## src/rtl/inert_multi_rd.sv

```systemverilog
// -----------------------------------------------------------------------------
// inert_multi_rd
//
// Sequences the iNEMO power-up configuration. On every data-ready interrupt it
// then burst-reads NUM_AXES signed 16-bit channels through the SPI_mnrch
// snd/done handshake. Each complete frame is presented as one coherent word,
// together with a one-cycle valid pulse. The block also counts frames and
// flags a sticky error when the interrupt stays silent for too long.
//
// Ports
//   clk        in   system clock
//   rst        in   synchronous, active-high reset
//   INT        in   sensor data-ready (asynchronous, double-flopped here)
//   done       in   SPI_mnrch transaction complete, one-cycle pulse
//   resp[7:0]  in   SPI_mnrch read byte, valid while done=1
//   snd        out  one-cycle start pulse to SPI_mnrch
//   cmd[15:0]  out  command word, stable from snd until the next snd
//   data       out  16*NUM_AXES bits, channel i at data[16i+15:16i]
//   vld        out  one-cycle pulse when data updates
//   init_done  out  high once configuration has completed
//   err_tmo    out  sticky interrupt-timeout flag, cleared by a completed frame
//   frm_cnt    out  completed frame counter, wraps
// -----------------------------------------------------------------------------
module inert_multi_rd #(
    parameter bit          FAST_SIM   = 1'b1,
    parameter int          NUM_AXES   = 3,
    parameter logic [6:0]  BASE_ADDR  = 7'h22,
    parameter logic [47:0] INIT_CMDS  = 48'h0D02_1160_1440,
    parameter int          TMO_CYCLES = 2000000
) (
    input  logic                   clk,
    input  logic                   rst,
    input  logic                   INT,
    input  logic                   done,
    input  logic [7:0]             resp,
    output logic                   snd,
    output logic [15:0]            cmd,
    output logic [16*NUM_AXES-1:0] data,
    output logic                   vld,
    output logic                   init_done,
    output logic                   err_tmo,
    output logic [15:0]            frm_cnt
);

    localparam int TMR_W  = FAST_SIM ? 9 : 16;
    localparam int NBYTES = 2 * NUM_AXES;
    localparam int BW     = $clog2(NBYTES);
    localparam int TW     = (TMO_CYCLES > 2) ? $clog2(TMO_CYCLES) : 1;
    localparam logic [BW-1:0] LAST_B  = BW'(NBYTES - 1);
    localparam logic [TW-1:0] TMO_MAX = TW'(TMO_CYCLES - 1);

    typedef enum logic [1:0] {WAIT_PWR, INIT, IDLE, READ} state_t;

    state_t              state_q, state_d;
    logic [TMR_W-1:0]    tmr;
    logic [TW-1:0]       tmo_cnt;
    logic                int_q1, int_q2;
    logic [1:0]          k_q, k_d;
    logic [BW-1:0]       b_q, b_d;
    logic [8*NBYTES-1:0] shadow;
    logic                snd_d;
    logic [15:0]         cmd_d;
    logic                cfg_end;
    logic                byte_we;
    logic                frame_end;

    // Configuration words go out MSB word first.
    function automatic logic [15:0] init_word(input logic [1:0] k);
        case (k)
            2'd0:    init_word = INIT_CMDS[47:32];
            2'd1:    init_word = INIT_CMDS[31:16];
            default: init_word = INIT_CMDS[15:0];
        endcase
    endfunction

    // Read command: bit 15 set, register address in [14:8], dummy data byte.
    function automatic logic [15:0] rd_cmd(input logic [BW-1:0] idx);
        rd_cmd = {1'b1, BASE_ADDR + 7'(idx), 8'h00};
    endfunction

    // INT comes from the sensor domain, so it is synchronised through two flops.
    // NOTE: sequential state uses non-blocking (<=) so every flop samples the
    // pre-edge value of its inputs regardless of statement order.
    always_ff @(posedge clk) begin
        if (rst) begin
            int_q1 <= 1'b0;
            int_q2 <= 1'b0;
        end else begin
            int_q1 <= INT;
            int_q2 <= int_q1;
        end
    end

    // Free-running power-up timer. Only its all-ones state in WAIT_PWR matters.
    always_ff @(posedge clk) begin
        if (rst) tmr <= '0;
        else     tmr <= tmr + TMR_W'(1);
    end

    // NOTE: every signal driven here gets a default first, so no path can
    // leave it unassigned and infer a latch.
    always_comb begin
        state_d   = state_q;
        k_d       = k_q;
        b_d       = b_q;
        snd_d     = 1'b0;
        cmd_d     = cmd;
        cfg_end   = 1'b0;
        byte_we   = 1'b0;
        frame_end = 1'b0;
        case (state_q)
            WAIT_PWR: begin
                if (&tmr) begin
                    snd_d   = 1'b1;
                    cmd_d   = init_word(2'd0);
                    k_d     = 2'd0;
                    state_d = INIT;
                end
            end
            INIT: begin
                if (done) begin
                    if (k_q < 2'd2) begin
                        snd_d = 1'b1;
                        cmd_d = init_word(k_q + 2'd1);
                        k_d   = k_q + 2'd1;
                    end else begin
                        cfg_end = 1'b1;
                        state_d = IDLE;
                    end
                end
            end
            IDLE: begin
                if (int_q2) begin
                    snd_d   = 1'b1;
                    cmd_d   = rd_cmd('0);
                    b_d     = '0;
                    state_d = READ;
                end
            end
            READ: begin
                if (done) begin
                    byte_we = 1'b1;
                    if (b_q != LAST_B) begin
                        snd_d = 1'b1;
                        cmd_d = rd_cmd(b_q + BW'(1));
                        b_d   = b_q + BW'(1);
                    end else begin
                        frame_end = 1'b1;
                        state_d   = IDLE;
                    end
                end
            end
            default: state_d = WAIT_PWR;
        endcase
    end

    always_ff @(posedge clk) begin
        if (rst) begin
            state_q   <= WAIT_PWR;
            k_q       <= 2'd0;
            b_q       <= '0;
            snd       <= 1'b0;
            cmd       <= 16'h0000;
            vld       <= 1'b0;
            data      <= '0;
            init_done <= 1'b0;
            frm_cnt   <= 16'h0000;
        end else begin
            state_q   <= state_d;
            k_q       <= k_d;
            b_q       <= b_d;
            snd       <= snd_d;
            cmd       <= cmd_d;
            vld       <= frame_end;
            init_done <= init_done | cfg_end;
            if (frame_end) begin
                // The last byte goes straight from resp, not via the shadow,
                // so the whole frame lands in data on the same edge.
                data    <= {resp, shadow[8*NBYTES-9:0]};
                frm_cnt <= frm_cnt + 16'd1;
            end
        end
    end

    // NOTE: the shadow bytes are not reset. Every byte is rewritten before it
    // can reach data, so clearing them would only add reset fan-out.
    always_ff @(posedge clk) begin
        if (byte_we) shadow[8*b_q +: 8] <= resp;
    end

    // Timeout counter runs only while IDLE persists. It saturates, and err_tmo
    // stays high until a completed frame clears it.
    always_ff @(posedge clk) begin
        if (rst) begin
            tmo_cnt <= '0;
            err_tmo <= 1'b0;
        end else begin
            if (state_q != IDLE || state_d != IDLE) tmo_cnt <= '0;
            else if (tmo_cnt != TMO_MAX)            tmo_cnt <= tmo_cnt + TW'(1);

            if (frame_end)                                     err_tmo <= 1'b0;
            else if (state_q == IDLE && tmo_cnt == TMO_MAX)    err_tmo <= 1'b1;
        end
    end

endmodule

```

## config.mk

```make
export PLATFORM = sky130hd
export DESIGN_NAME = inert_multi_rd
export DESIGN_NICKNAME = d
export VERILOG_FILES = /design/src/rtl/inert_multi_rd.sv
export SDC_FILE = /design/constraint.sdc
export NUM_CORES = 1
export LEC_CHECK = 0
export BUFFER_PORTS_ARGS = -buffer_cell sky130_fd_sc_hd__buf_2
export CORE_MARGIN = 4
export CORE_UTILIZATION = 50
export CTS_CLUSTER_DIAMETER = 120
export DETAILED_ROUTE_END_ITERATION = 8
export PLACE_DENSITY = 0.77
export SYNTH_ARGS = -nofsm -noshare
export SYNTH_HDL_FRONTEND = slang
export SYNTH_SLANG_ARGS = --single-unit
```

## constraint.sdc

```tcl
create_clock -name clk -period 3.55 [get_ports clk]
set_clock_uncertainty 0.05 [all_clocks]
set_input_delay 0.355 -clock clk [delete_from_list [all_inputs] [get_ports clk]]
set_output_delay 0.355 -clock clk [all_outputs]
set_load 0.005 [all_outputs]
```

==> metrics.txt, run 1 <==
RD Place Congestion=about 0.9; initial antenna violation count=0; Final Setup Violations=0; critical path type=reg2reg; Post-Syn Area per Cell=around 9.4 sq um; CTS tree=yes; All-Layer GR Usage=0.196; Avg WL per Cell=between 10 and 15 um; Synthesis Warnings=0; post-CTS sizing=0; status=complete, no violations; Arr. time, crit path=between 2000 and 3000 ps; layout cell share with drive strength beyond 1=0.177; R2R Path End=frm_cnt[15]$_SDFFE_PP0P_; reg-to-reg slack, setup=between 900 and 1000 ps; Routed WL=about 14,000 um; post-synth cell types=50; first-pass GRT wire length=~23,000 um; Hold Crit Start=INT; fmax=around 390 MHz; final core occ=0.598; Hold Path Stages=2; pwr/cell area=between 400 and 500 nW/um^2; row cnt=slightly above 40; Via Count=about 5k; Reg clk slew, reported paths=around 60 ps; Lkg Pwr=between 2 and 3 nW; Critical R2R Launch=state_q[0]$_SDFF_PP0_; HP Class=in2reg; FF+latch count, synth=155; residual DRC count=0; maximum clock path buffer count=2; total power=3.71 mW; EDFF count, synth=40; Layout area overhead=17.7%; Hold Path End=int_q1$_SDFF_PP0_; Setup WS post-layout=982 ps; Worst Tran Pin Value=839 ps; vias per inst=5.42; IO Count=96; vias in the first global route=between 4k and 5k; Tmin final=2570 ps; Port Buffers=89; Hold Fails Final Rpt=0; peak supply drop=about 0.00028 V; drt first pass iters=5; Final HPWL DP=roughly 9600 um; CP Data Required Time=3840 ps; core area=about 13,000 sq um; Fillers=1,084; cell area after placement=6890 sq um; CTS root buf=clkbuf_16; Final Net Count=~770; Period Utilization, post-route=0.723; Die Wd=between 100 and 150 um; chip height=about 120 um; Reg2Reg Depth=4; postcts setup bufs=0; die area=between 10,000 and 15,000 sq um; crit path capture type=flip-flop; Antenna diodes=0; register area=between 3000 and 4000 sq um; cts hold-fix bufs=0; RSZ-0062 raised after global routing=no; Design Area, Final=around 7500 sq um; Post-Place Setup Slack=between 1000 and 1500 ps; Clk Latency, worst-skew pair=roughly 420 ps; largest net degree at the start of global routing=84; Seq/Total Area, Yosys=0.549; asr flop ratio synth=0; CP Launch Type=flip-flop; Relative slew margins=0.439; Routed Antenna Nets=0; Mapped Cells=678; grt total ovfl=0; Initial Util=0.508; setup tns final=0 ps; DRT iter0 DRCs=323; H-Tree Level Count=4; area of the multi-input gates=between 2000 and 3000 sq um; top_reg_cell synth=dfxtp_1; Sink Count=~160; max-slew violations=0; CTS Buf Count=17; crit-path max FO=23; Max-cap violations=0; Mapped Area=between 6000 and 7000 sq um
## where the power goes
group          total [mW]  internal [mW]  leakage (nW)  switching, mW
registers            1.81           1.81          1.27        0.00311
clock network        1.86           1.17         0.306          0.684
logic              0.0456         0.0121          1.31         0.0334
## layout by cell type (no fill, tap or decap), types with 3 or more instances in the layout
cell type / netlist / routed
a211oi_1: 7 / 7
a21oi_1: 77 / 77
a311oi_1: 4 / 4
a31oi_1: 10 / 10
and2_1: 27 / 27
and3_1: 27 / 27
and4_1: 5 / 5
buf_2: 2 / 89
buf_4: 9 / 6
bufinv_16: 0 / 3
clkbuf_16: 0 / 18
clkinv_2: 0 / 3
conb_1: 1 / 6
dfxtp_1: 115 / 115
edfxtp_1: 40 / 40
ha_1: 11 / 11
inv_1: 10 / 10
nand2_1: 125 / 125
nand2b_1: 6 / 6
nand3_1: 22 / 22
nand4_1: 9 / 9
nor2_1: 32 / 31
nor2b_1: 8 / 8
nor3_1: 8 / 8
nor4_1: 5 / 5
o21ai_0: 13 / 13
o31ai_1: 11 / 11
o32ai_1: 3 / 3
or3_1: 6 / 6
or4_1: 11 / 11
xnor2_1: 4 / 4
xor2_1: 12 / 12
## layer usage
metal	vias to the layer above	GRT usage	wire length (um)
met5	-	0	0
met4	0	0.0637	94
met3	10	0.0517	700
met2	137	0.325	6820
met1	2382	0.250	6200
li1	2538	-	-
## worst max path at each step
stage | startpoint | endpoint | slack, ps | cells after the start
floorplan | b_q[0]$_SDFFE_PP0P_ | shadow[16]$_DFFE_PP_ | 1040 | 7
global placement | state_q[0]$_SDFF_PP0_ | frm_cnt[15]$_SDFFE_PP0P_ | 1130 | 4
detailed placement | state_q[0]$_SDFF_PP0_ | frm_cnt[15]$_SDFFE_PP0P_ | 1050 | 4
CTS | state_q[0]$_SDFF_PP0_ | frm_cnt[15]$_SDFFE_PP0P_ | 1010 | 4
global route | b_q[0]$_SDFFE_PP0P_ | shadow[19]$_DFFE_PP_ | 810 | 7
finish | state_q[0]$_SDFF_PP0_ | frm_cnt[15]$_SDFFE_PP0P_ | 980 | 4
## cells in the mapped netlist (3+ instances only)
cell | instances | area share
a211oi_1 | 7 | 0.0082
a21oi_1 | 77 | 0.060
a311oi_1 | 4 | 0.0055
a31oi_1 | 10 | 0.0098
and2_1 | 27 | 0.026
and3_1 | 27 | 0.026
and4_1 | 5 | 0.0069
buf_1 | 3 | 0.0018
buf_4 | 9 | 0.011
clkbuf_1 | 32 | 0.019
dfxtp_1 | 115 | 0.36
edfxtp_1 | 40 | 0.19
ha_1 | 11 | 0.022
inv_1 | 10 | 0.0059
nand2_1 | 125 | 0.074
nand2b_1 | 6 | 0.0059
nand3_1 | 22 | 0.017
nand4_1 | 9 | 0.0088
nor2_1 | 32 | 0.019
nor2b_1 | 8 | 0.0078
nor3_1 | 8 | 0.0063
nor4_1 | 5 | 0.0049
o21ai_0 | 13 | 0.010
o31ai_1 | 11 | 0.013
o32ai_1 | 3 | 0.0041
or3_1 | 6 | 0.0059
or4_1 | 11 | 0.013
xnor2_1 | 4 | 0.0055
xor2_1 | 12 | 0.016
## flip-flops by register name, indices dropped and copies added, names as in the netlist, 2 cells and up
name / cells
tmr: 9
b_q: 3
k_q: 2
shadow: 40
state_q: 2
cmd: 8
tmo_cnt: 21
data: 48
frm_cnt: 16
## per-stage QoR
step / hold slack (ps) / cells
2_1_floorplan: 364 / 683
3_3_place_gp: 368 / 903
3_5_place_dp: 376 / 903
4_1_cts: 81.9 / 935
5_1_grt: 117 / 935
6_report: 96.8 / 935
## kinds of logic after synthesis
| family | synth area share |
|---|---|
| flip-flops | 0.549 |
| AO/OA/AOI/OAI | 0.124 |
| adder cells (fa/ha/maj) | 0.0216 |
| AND/OR/NAND/NOR | 0.238 |
| XOR/XNOR | 0.0220 |
| buffers and inverters | 0.0404 |
| other | 0.000588 |
| multiplexers | 0.00490 |
## worst max-delay path, stage by stage (launching register included)
cell and delay (ps):
dfxtp_1 770, nand3_2 330, or4_4 680, or4_1 480, a21oi_1 160
## area by class of cell
| type | instances | area share |
|---|---|---|
| inverters | 10 | 0.00500 |
| multi-input cells | 471 | 0.352 |
| clock inverters | 10 | 0.0185 |
| well taps | 172 | 0.0287 |
| repair buffers | 95 | 0.0653 |
| flip-flops and latches | 155 | 0.466 |
| clock buffers | 22 | 0.0636 |
Note: power is estimated with default switching activity, not from simulation.
==> run 2, diff against run 1 <==
--- a/config.mk
+++ b/config.mk
@@ -10,7 +10,7 @@
 export CORE_UTILIZATION = 50
 export CTS_CLUSTER_DIAMETER = 120
 export DETAILED_ROUTE_END_ITERATION = 8
-export PLACE_DENSITY = 0.77
+export PLACE_DENSITY = 0.8
 export SYNTH_ARGS = -nofsm -noshare
 export SYNTH_HDL_FRONTEND = slang
 export SYNTH_SLANG_ARGS = --single-unit
==> constraint.sdc (replaced) <==
create_clock -name clk -period 2.25 [get_ports clk]
set_clock_uncertainty 0.05 [all_clocks]
set_input_delay 0.225 -clock clk [delete_from_list [all_inputs] [get_ports clk]]
set_output_delay 0.225 -clock clk [all_outputs]
set_load 0.005 [all_outputs]
==> run 2 against run 1 <==
- sequential share of layout area is 0.70 points lower
- register-to-register slack worse by 810 ps
- clock power is 46% higher
- combinational power is 65% higher
- largest cell class unchanged
- count of clock-buffer cells in the layout stayed put
- critical path type unchanged
- highest routed layer unchanged
- wire length is 2.2% higher
==> metrics.txt, run 2 (same netlist as run 1, synthesis figures left out) <==
commonest non-fill, non-tap cell in the layout=nand2_1; crit path capture type=flip-flop; Routed WL=14,100 um; Final Setup Violations=0; grt total ovfl=0; Lkg Pwr=between 2 and 3 nW; Most flops, register=data; CTS root buf=clkbuf_16; CTS tree=yes; Post-Place Setup Slack=roughly 120 ps; RD Place Congestion=0.863; crit-path max FO=7; Largest delay share family, worst path=simple AND/OR/NAND/NOR gates; Antenna diodes=0; initial antenna violation count=0; Sink Count=between 150 and 200; Arr. time, crit path=between 2000 and 2500 ps; peak supply drop=between 0.0004 and 0.0005 V; fmax=between 400 and 500 MHz; Final HPWL DP=9950 um; Routed Antenna Nets=0; crit-path max cell delay=690 ps; layout cell share with drive strength beyond 1=0.197; Avg WL per Cell=14.9 um; H-Tree Level Count=4; WP buf/inv=0; IO Count=96; vias in the first global route=between 4k and 5k; critical-path cell list=or4b_2 -> nor4_2 -> nand2_1 -> a211oi_1; residual DRC count=0; core area=roughly 13,000 sq um; largest net degree at the start of global routing=52; biggest regs=data: 48 flops, shadow: 40 flops, tmo_cnt: 21 flops; Relative slew margins=0.579; chip height=about 120 um; Setup WS post-layout=about 170 ps; Die Wd=around 120 um; DRT iter0 DRCs=366; drt first pass iters=5; wire length on met3=roughly 850 um; first-pass GRT wire length=approximately 24,000 um; Port Buffers=89; Reg clk slew, reported paths=around 60 ps; highest metal used=met4; max-slew violations=0; vias per inst=5.50; Clk Latency, worst-skew pair=around 430 ps; CTS Buf Count=17; Fillers=roughly 1.1k; critical path type=reg2reg; met2 WL post-DR=~7100 um; Tmin final=2080 ps; die area=about 15,000 sq um; CP Launch Type=flip-flop; Initial Util=0.508; CP max stage cell=or4b_2; row cnt=41; Final Net Count=788; All-Layer GR Usage=0.203; Period Utilization, post-route=0.924; RSZ-0062 raised after global routing=no; CP Data Required Time=~2500 ps; status=complete, no violations; Layout area overhead=19.5%; Max-cap violations=0; Via Count=around 5.2k; most frequent cells in the layout=125 x nand2_1, 115 x dfxtp_1, 89 x buf_2; Hold Fails Final Rpt=0; wl on met1=a little under 6000 um; maximum clock path buffer count=2; pwr/cell area=740 nW/um^2; setup tns final=0 ps; HP Class=in2reg; max reg flops=between 40 and 50; Worst Tran Pin Value=about 620 ps
[run 2: cell types whose count changed in the layout (fill, tap and decap cells not counted), moves of 2 or more]
cell,delta
bufinv_16,-2
buf_4,+12
buf_12,+2
nor4_2,+2
clkbuf_2,-2
clkbuf_1,+2
nor4_1,-2
[run 2: final cells by class]
cell class	instances	area (sq um)	area share
clock buffer	22	475	0.0623
clock inverter	10	91.3	0.0120
inverter	10	37.5	0.00492
multi-input combinational	471	2670	0.350
sequential	155	3500	0.459
tap	172	215	0.0282
timing repair buffer	110	631	0.0827
[run 2: per-layer routing]
metal | vias to the layer above | GRT usage
met5 | - | 0
met3 | 23 | 0.0620
met1 | 2466 | 0.242
li1 | 2577 | -
met2 | 162 | 0.345
met4 | 0 | 0.0779
[run 2: worst paths after layout]
| kind | from | to | slack, ps | depth (start not counted) |
|---|---|---|---|---|
| min reg2reg | int_q1$_SDFF_PP0_ | int_q2$_SDFF_PP0_ | 390 | 1 |
| max | tmo_cnt[8]$_SDFFE_PP0P_ | tmo_cnt[3]$_SDFFE_PP0P_ | 170 | 4 |
| max reg2reg | tmo_cnt[8]$_SDFFE_PP0P_ | tmo_cnt[3]$_SDFFE_PP0P_ | 170 | 4 |
| min | resp[7] | data[47]$_SDFFE_PP0P_ | 60 | 3 |
[run 2: per-stage QoR]
| stage | hold WS (ps) | util | std cells | cell area (sq um) | power, mW |
|---|---|---|---|---|---|
| 2_1_floorplan | 303 | - | 683 | 6420 | 2.96 |
| 3_3_place_gp | 375 | 0.560 | 917 | 7040 | 2.99 |
| 3_5_place_dp | 370 | 0.560 | 917 | 7040 | 2.99 |
| 4_1_cts | 48.3 | 0.606 | 950 | 7620 | 5.70 |
| 5_1_grt | 52.8 | 0.607 | 950 | 7630 | 5.85 |
| 6_report | 56.8 | 0.607 | 950 | 7630 | 5.65 |
[run 2: timing repair]
action                                 CTS  global route
gates resized for setup                  0             2
hold buffers                             1             0
setup buffers                            0             0
setup endpoints to repair                0             9
endpoints found under the hold margin    1             0
[run 2: power by group]
| part | leakage [nW] | internal [mW] | switching, mW |
|---|---|---|---|
| registers | 1.25 | 2.85 | 0.00475 |
| clock network | 0.275 | 1.61 | 1.10 |
| logic | 1.40 | 0.0215 | 0.0538 |
[run 2: tightest hold or removal path: stages]
cell and delay, ps:
buf_2 140, nand2_1 60, a21oi_1 50
==> run 3, diff against run 2 <==
--- a/config.mk
+++ b/config.mk
@@ -10,7 +10,7 @@
 export CORE_UTILIZATION = 50
 export CTS_CLUSTER_DIAMETER = 120
 export DETAILED_ROUTE_END_ITERATION = 8
-export PLACE_DENSITY = 0.8
+export PLACE_DENSITY = 0.77
 export SYNTH_ARGS = -nofsm -noshare
 export SYNTH_HDL_FRONTEND = slang
 export SYNTH_SLANG_ARGS = --single-unit
==> constraint.sdc (replaced) <==
create_clock -name clk -period 2.1 [get_ports clk]
set_clock_uncertainty 0.05 [all_clocks]
set_input_delay 0.21 -clock clk [delete_from_list [all_inputs] [get_ports clk]]
set_output_delay 0.21 -clock clk [all_outputs]
set_load 0.005 [all_outputs]
==> run 3 against run 2 <==
- critical path depth grew 2
- highest routed layer unchanged
- largest cell class unchanged
- first-iteration DRC count rose by 17%
- global-route usage shrank 0.43 points
- critical path type unchanged
- maximum frequency is 4.8% higher
- sequential cell count unchanged
- power up 7.4%
- clock power up 7.7%
- wire length rose by 0.79%
- sequential share of layout area fell by 0.70 points
- non-clock buffer count up 9
- count of clock-buffer cells in the layout is 1 lower
==> metrics.txt, run 3 (same netlist as run 1, synthesis figures left out) <==
biggest regs=data: 48 flops, shadow: 40 flops, tmo_cnt: 21 flops; Hold Fails Final Rpt=0; DRT iter0 DRCs=between 400 and 500; placed cells=925; CTS root buf=clkbuf_16; die area=between 10,000 and 15,000 sq um; Port Buffers=89; Hold Path End=data[46]$_SDFFE_PP0P_; fmax=roughly 500 MHz; Tmin final=about 2000 ps; largest net degree at the start of global routing=100; commonest non-fill, non-tap cell in the layout=nand2_1; row cnt=41; total power=~6 mW; critical path type=reg2reg; CTS Buf Count=17; crit-path max FO=9; layout cell share with drive strength beyond 1=0.213; Arr. time, crit path=approximately 2300 ps; Layout area overhead=21.4%; CP Data Required Time=2400 ps; Sink Count=approximately 160; critical path launch point=b_q[1]$_SDFFE_PP0P_; Routed WL=approximately 14,000 um; H-Tree Level Count=4; HP Class=in2reg; Reg clk slew, reported paths=approximately 60 ps; initial antenna violation count=0; Clk Latency, worst-skew pair=around 420 ps; CP Launch Type=flip-flop; Hold WS=slightly below 60 ps; CTS tree=yes; maximum clock path buffer count=2; status=complete, no violations; Hold Crit Start=resp[6]; crit path capture type=flip-flop; Reg2Reg Depth=6; Lkg Pwr=about 3.0 nW; Period Utilization, post-route=0.945; Initial Util=0.508; Final Net Count=about 800; chip height=~120 um; grt total ovfl=0; final core occ=0.616; max-slew violations=0; core area=12,600 sq um; drt first pass iters=5; vias in the first global route=approximately 4.8k; first-pass GRT wire length=roughly 23,000 um; most frequent cells in the layout=124 x nand2_1, 114 x dfxtp_1, 89 x buf_2; peak supply drop=between 0.0004 and 0.0005 V; Hold Path Stages=3; R2R Path End=frm_cnt[15]$_SDFFE_PP0P_; Die Wd=121 um; Critical R2R Launch=b_q[1]$_SDFFE_PP0P_; All-Layer GR Usage=0.199; IO Count=96; max reg flops=48; vias per inst=about 5.5; Via Count=~5.2k; Routed Antenna Nets=0; Fillers=~1k; Cell Count, Final, Fillers Out=959; pwr/cell area=783 nW/um^2; Avg WL per Cell=roughly 15 um; reg-to-reg slack, setup=between 100 and 150 ps; RD Place Congestion=about 0.85; Final Setup Violations=0; Antenna diodes=0; Final HPWL DP=between 9000 and 10,000 um; Max-cap violations=0; residual DRC count=0; Most flops, register=data
==> run 3: cell count changes in the layout (fill, tap and decap cells not counted), sizes merged <==
cell,previous run,this run
inv,11,10
buf,109,118
clkbuf,22,21
bufinv,1,2
clkinvlp,2,3
==> run 3: how the worst max path moves through the flow <==
stage / to / slack, ps / cells after the start
finish: frm_cnt[15]$_SDFFE_PP0P_ / 120 / 6
global route: cmd[10]$_SDFFE_PP0P_ / -5 / 9
CTS: frm_cnt[15]$_SDFFE_PP0P_ / 4 / 6
detailed placement: shadow[5]$_DFFE_PP_ / 30 / 7
global placement: frm_cnt[15]$_SDFFE_PP0P_ / 60 / 6
floorplan: shadow[0]$_DFFE_PP_ / -30 / 6
==> run 3: area by class of cell <==
class | count | area (sq um) | share of cell area
clock buffers | 21 | 440 | 0.0568
well taps | 172 | 215 | 0.0278
clock inverters | 11 | 123 | 0.0158
repair buffers | 119 | 711 | 0.0917
inverters | 10 | 37.5 | 0.00484
flip-flops and latches | 155 | 3500 | 0.452
multi-input cells | 471 | 2720 | 0.351
==> run 3: metal layers <==
metal  track usage  up-vias  share of wire
met2         0.338      146           0.50
met1         0.241     2502           0.44
li1              -     2574              -
met5             0        -              0
met3        0.0513       13          0.049
met4        0.0807        0          0.011
==> run 3: power breakdown <==
| part | switching (mW) | leakage, nW | internal (mW) |
|---|---|---|---|
| logic | 0.0614 | 1.45 | 0.0246 |
| registers | 0.00489 | 1.25 | 3.06 |
| clock network | 1.17 | 0.265 | 1.74 |
==> run 3: critical path: stages (launching register included) <==
cell and delay (ps):
dfxtp_1 310, inv_1 130, ha_2 230, nand2_1 80, or4_4 490, or4_1 480
a21oi_1 150
==> run 3: metrics by stage <==
| step | instance area, sq um | setup slack [ps] | TNS (ps) |
|---|---|---|---|
| finish | 7750 | 115 | 0 |
| global route | 7750 | -5.37 | -5.37 |
| CTS | 7700 | 4.18 | 0 |
| detailed placement | 7130 | 29.7 | 0 |
| global placement | 7130 | 61.1 | 0 |
| floorplan | 6430 | -26.1 | -230 |
==> run 3: timing repair <==
| item | in CTS | in global routing |
|---|---|---|
| endpoints found under the setup margin | 0 | 30 |
| hold buffers | 1 | 0 |
| endpoints found under the hold margin | 1 | 0 |
| resized for setup | 0 | 10 |
| setup buffers | 0 | 1 |
